--- src/rtl/noc_packet_injector.sv ---
// NoC packet injector: turns packet requests and payload words into head/body/tail
// flits for one router input channel, gated by a credit counter of downstream buffer space.
module noc_packet_injector #(
    parameter int BUFFER_DEPTH = 4
) (
    input  logic        clk,
    input  logic        reset,
    input  logic [0:3]  router_address,
    input  logic        pkt_valid,
    output logic        pkt_ready,
    input  logic [0:3]  pkt_dest,
    input  logic [0:3]  pkt_len,
    input  logic        data_valid,
    output logic        data_ready,
    input  logic [0:63] data_in,
    output logic [0:67] channel_out,
    input  logic [0:1]  flow_ctrl_in,
    output logic        error,
    output logic        busy
);

    typedef enum logic [1:0] {
        IDLE,
        HEAD,
        BODY
    } state_t;

    localparam logic [3:0] FULL_CREDITS = 4'(BUFFER_DEPTH);

    state_t      r_state;
    state_t      w_nextState;
    logic [3:0]  r_credits;
    logic [0:3]  r_dest;
    logic [0:3]  r_src;
    logic [0:3]  r_len;
    logic [3:0]  r_wordCount;
    logic [0:67] r_channel;
    logic        r_error;

    logic        w_accept;
    logic        w_sendHead;
    logic        w_sendBody;
    logic        w_send;
    logic        w_isTail;
    logic        w_haveCredit;
    logic        w_creditRet;
    logic        w_unused;
    logic [0:67] w_flit;

    assign w_creditRet  = flow_ctrl_in[0];
    assign w_unused     = flow_ctrl_in[1];
    assign w_haveCredit = (r_credits != 4'd0);
    assign w_accept     = pkt_valid && pkt_ready;
    assign w_send       = w_sendHead || w_sendBody;

    always_ff @(posedge clk or negedge reset) begin
        if (!reset) begin
            r_state <= IDLE;
        end else begin
            r_state <= w_nextState;
        end
    end

    // pkt_ready is gated by the reset input so it stays low while reset is held.
    always_comb begin
        w_nextState = r_state;
        pkt_ready   = 1'b0;
        data_ready  = 1'b0;
        w_sendHead  = 1'b0;
        w_sendBody  = 1'b0;
        w_isTail    = 1'b0;
        case (r_state)
            IDLE: begin
                pkt_ready = reset;
                if (pkt_valid && reset) begin
                    w_nextState = HEAD;
                end
            end
            HEAD: begin
                if (w_haveCredit) begin
                    w_sendHead  = 1'b1;
                    w_nextState = (r_len == 4'd0) ? IDLE : BODY;
                end
            end
            BODY: begin
                data_ready = w_haveCredit;
                if (w_haveCredit && data_valid) begin
                    w_sendBody = 1'b1;
                    w_isTail   = (r_wordCount == (r_len - 4'd1));
                    if (w_isTail) begin
                        w_nextState = IDLE;
                    end
                end
            end
            default: w_nextState = IDLE;
        endcase
    end

    always_comb begin
        w_flit = '0;
        if (w_sendHead) begin
            w_flit[0]     = 1'b1;
            w_flit[1]     = 1'b1;
            w_flit[2]     = (r_len == 4'd0);
            w_flit[3:6]   = r_dest;
            w_flit[7:10]  = r_src;
            w_flit[11:14] = r_len;
        end else if (w_sendBody) begin
            w_flit[0]    = 1'b1;
            w_flit[2]    = w_isTail;
            w_flit[3:66] = data_in;
        end
    end

    // A send and a return in the same cycle cancel; a return at full credit is an overflow.
    always_ff @(posedge clk or negedge reset) begin
        if (!reset) begin
            r_credits <= FULL_CREDITS;
            r_error   <= 1'b0;
        end else if (w_send && !w_creditRet) begin
            r_credits <= r_credits - 4'd1;
        end else if (!w_send && w_creditRet) begin
            if (r_credits == FULL_CREDITS) begin
                r_error <= 1'b1;
            end else begin
                r_credits <= r_credits + 4'd1;
            end
        end
    end

    always_ff @(posedge clk or negedge reset) begin
        if (!reset) begin
            r_dest      <= '0;
            r_src       <= '0;
            r_len       <= '0;
            r_wordCount <= '0;
            r_channel   <= '0;
        end else begin
            r_channel <= w_flit;
            if (w_accept) begin
                r_dest      <= pkt_dest;
                r_src       <= router_address;
                r_len       <= pkt_len;
                r_wordCount <= '0;
            end else if (w_sendBody) begin
                r_wordCount <= r_wordCount + 4'd1;
            end
        end
    end

    assign channel_out = r_channel;
    assign error       = r_error;
    assign busy        = (r_state != IDLE);

endmodule

--- config.mk ---
export PLATFORM = sky130hd
export DESIGN_NAME = noc_packet_injector
export DESIGN_NICKNAME = d
export VERILOG_FILES = /design/src/rtl/noc_packet_injector.sv
export SDC_FILE = /design/constraint.sdc
export NUM_CORES = 1
export LEC_CHECK = 0
export BUFFER_PORTS_ARGS = -buffer_cell sky130_fd_sc_hd__buf_2
export CORE_MARGIN = 2
export CORE_UTILIZATION = 45
export CTS_BUF_LIST = sky130_fd_sc_hd__clkbuf_16
export CTS_CLUSTER_SIZE = 28
export DETAILED_ROUTE_END_ITERATION = 12
export GPL_ROUTABILITY_DRIVEN = 0
export MAX_ROUTING_LAYER = met4
export PLACE_DENSITY = 0.84
export SLEW_MARGIN = 20
export SYNTH_ARGS = -nofsm -noshare
export SYNTH_HDL_FRONTEND = slang
export SYNTH_SLANG_ARGS = --single-unit
--- constraint.sdc ---
create_clock -name clk -period 6.1 [get_ports clk]
set_input_delay 1.22 -clock clk [delete_from_list [all_inputs] [get_ports clk]]
set_output_delay 1.22 -clock clk [all_outputs]
set_load 0.02 [all_outputs]
==> metrics.md <==
| Metric | Value |
|---|---|
| TritonRoute pass-1 iters | 4 |
| HP Class | register to register |
| Yosys reg bits | 90 |
| Pins Over Slew Limit | 0 |
| Reg2reg start | r_credits[1]$_DFFE_PN0P_ |
| Setup_tns | 0 ns |
| Worst path required time | 4.88 ns |
| Die span in x | 91.17 µm |
| Max Fclk | 295.5 MHz |
| Final hold slack | 0.4723 ns |
| Critical path's slowest cell | buf_4 |
| RR Endpoint | r_credits[2]$_DFFE_PN1P_ |
| Crit share post-route | 55.47% |
| DR DRC count | 0 |
| Starting Density | 46.89% |
| Max Root-Sink Buffers | 2 |
| Worst skew pair latency | 0.33 ns |
| Drt initial violations | 67 |
| Setup violators final | 0 |
| Synth Area per Inst | 12.48 µm² |
| Grt ovf | 0 |
| Vias in the first global route | 2,421 |
| Layout Skew | 0.01021 ns |
| Worst VDD drop | 0.2255 mV |
| Crit Path Max Fanout | 38 |
| TritonCTS sink count | 90 |
| Clock H-tree levels | 3 |
| Worst hold endpoint | error$_DFFE_PN0P_ |
| WL final | 6887 µm |
| Final #Nets | 511 |
| Antenna violations before repair | 0 |
| Post-Syn Instances | 274 |
| Worst-margin pin slew | 0.9795 ns |
| Hold buffers post-CTS | 0 |
| Flop2flop setup slack | 3.63 ns |
| Buffers on Ports | 151 |
| Tmin final | 3.384 ns |
| CTS tree | yes |
| Antenna Nets Post-Route | 0 |
| Crit path largest cell delay | 0.37 ns |
| Synth warnings | 0 |
| Via Count | 2,399 |
| # Post-CTS Setup Buffers | 0 |
| N_diodes | 0 |
| Pin count of the biggest net entering global routing | 70 |
| Area growth from synthesis to layout | 33.33% |
| Critical path class | primary input to output pin |
| Number of synthesized flops with an enable pin | 0 |
| Leak Pwr | 2.579 nW |
| Fill cell count | 632 |
| IO Count | 154 |
| First-pass GRT wire length | 11,270 µm |
| Reg2Reg Depth | 9 |
| Layout cells sized above 1 | 40.19% |
| Arr. time, crit path | 2.16 ns |
| Root Driver | clkbuf_16 |
| MaxCap Viol Count | 0 |
| Top_reg_cell synth | dfrtp_1 |
| Hold Startpoint | error$_DFFE_PN0P_ |
| Synth area leaders | dfrtp_1 65%, and2_1 9.7%, nand2_1 4.7% |
| Unique masters post-synth | 34 |
| CP endpoint kind | output pin |
| Pwr dens | 433.2 nW/µm² |
| DR vias/cell | 4.552 |
| Clk slew on worst S/H paths | 0.07 ns |
| Ys async rst share | 100.0% |
| Netlist Area Pre-Place | 3420 µm² |
| WHS Path Cells | 1 |
| Die Height | 91.17 µm |
| Core Footprint | 7292 µm² |
| Die area | 8312 µm² |
| RSZ-0062 raised after global routing | no |
| Most common cell after layout, fill and taps aside | buf_2 |
| Area share of the largest cell type after synthesis | 65.13% |
| Commonest cells after routing, fill and taps aside | 150 x buf_2, 89 x dfrtp_1, 53 x and2_1 |
| Post-DP HPWL | 4955 µm |
| Tot Pwr | 1.975 mW |
| Worst slack, placed | 2.680 ns |
| GR Util All Layers | 17.73% |
| CP cell instances | buf_4 > nor3b_1 > buf_2 |
| Worst Setup Start Kind | primary input |
| Register area share after synthesis | 65.90% |
| Num rows | 31 |
| Total CTS buffers | 9 |
| Post-route setup slack | 2.716 ns |
| Slew margin rel. | 34.46% |
| Post-CTS sizing | 0 |
| Post-synth top area cell | dfrtp_1 |
| Avg WL per Cell | 13.07 µm |
| Fin util | 62.53% |
| Status | finished clean |
| Mapped Nets | 362 |
| Final hold viol count | 0 |
-- stage by stage --
stage,area (µm²),instances
final,4559,527
after global routing,4559,527
after CTS,4532,526
after detailed placement,4222,510
after global placement,4222,510
after floorplan,3420,274
-- critical path: cells and delay by family --
family	cells	cell delay, ns
buffers and inverters	2	0.60
and+or+nand+nor	1	0.33
-- worst max-delay path by stage --
stage	start	endpoint	slack (ns)	cells after the start
3_3_place_gp	reset	pkt_ready	2.72	3
3_5_place_dp	reset	pkt_ready	2.68	3
4_1_cts	reset	pkt_ready	2.68	3
5_1_grt	reset	pkt_ready	2.59	3
2_1_floorplan	reset	pkt_ready	3.05	1
6_report	reset	pkt_ready	2.72	3
-- area by class of cell --
cell class	instances	area, µm²	share of cell area [%]
Tap cell	99	123.9	2.717
Inverter	6	22.52	0.4940
Clock buffer	9	225.2	4.940
Clock inverter	7	85.08	1.866
Sequential cell	90	2253	49.42
Timing Repair Buffer	153	793.3	17.40
Multi-Input combinational cell	163	1056	23.16
-- flip-flops by register name (all words and copies together) (netlist names) --
name,flops
channel_out,67
r_state,2
error,1
r_wordCount,4
r_len,4
r_credits,4
r_dest,4
r_src,4
-- synthesized netlist by cell type (4+ instances only) --
library cell,number
inv_1,6
and2_1,53
clkbuf_1,7
dfrtp_1,89
nor2_1,7
xnor2_1,6
nand2_1,43
ha_1,6
o21ai_0,4
a22o_1,12
nand2b_1,4
xor2_1,4
-- per-layer routing --
layer  GRT usage [%]  share of wire, %  up-vias
met4           7.576               1.2        0
met1           20.80                39     1117
met2           29.44                53       99
met5               -                 0        -
met3           4.066               6.3        9
li1                -                 -     1174
-- where the power goes --
part | leakage [nW] | switching [mW] | internal, mW
Sequential | 1.20 | 0.108 | 0.737
Clock | 0.154 | 0.210 | 0.354
Combinational | 1.22 | 0.325 | 0.241
Total | 2.58 | 0.643 | 1.33
-- logic make-up after synthesis --
logic type                 synth area share [%]
AOI/OAI and AO/OA                         5.928
xor gates and xnor gates                  3.220
adders and majority gates                 2.195
buffers and inverters                     3.366
DFF                                       65.90
muxes                                    0.8782
other                                    0.1097
and+or+nand+nor                           18.40
Note: power is estimated with default switching activity, not from simulation.
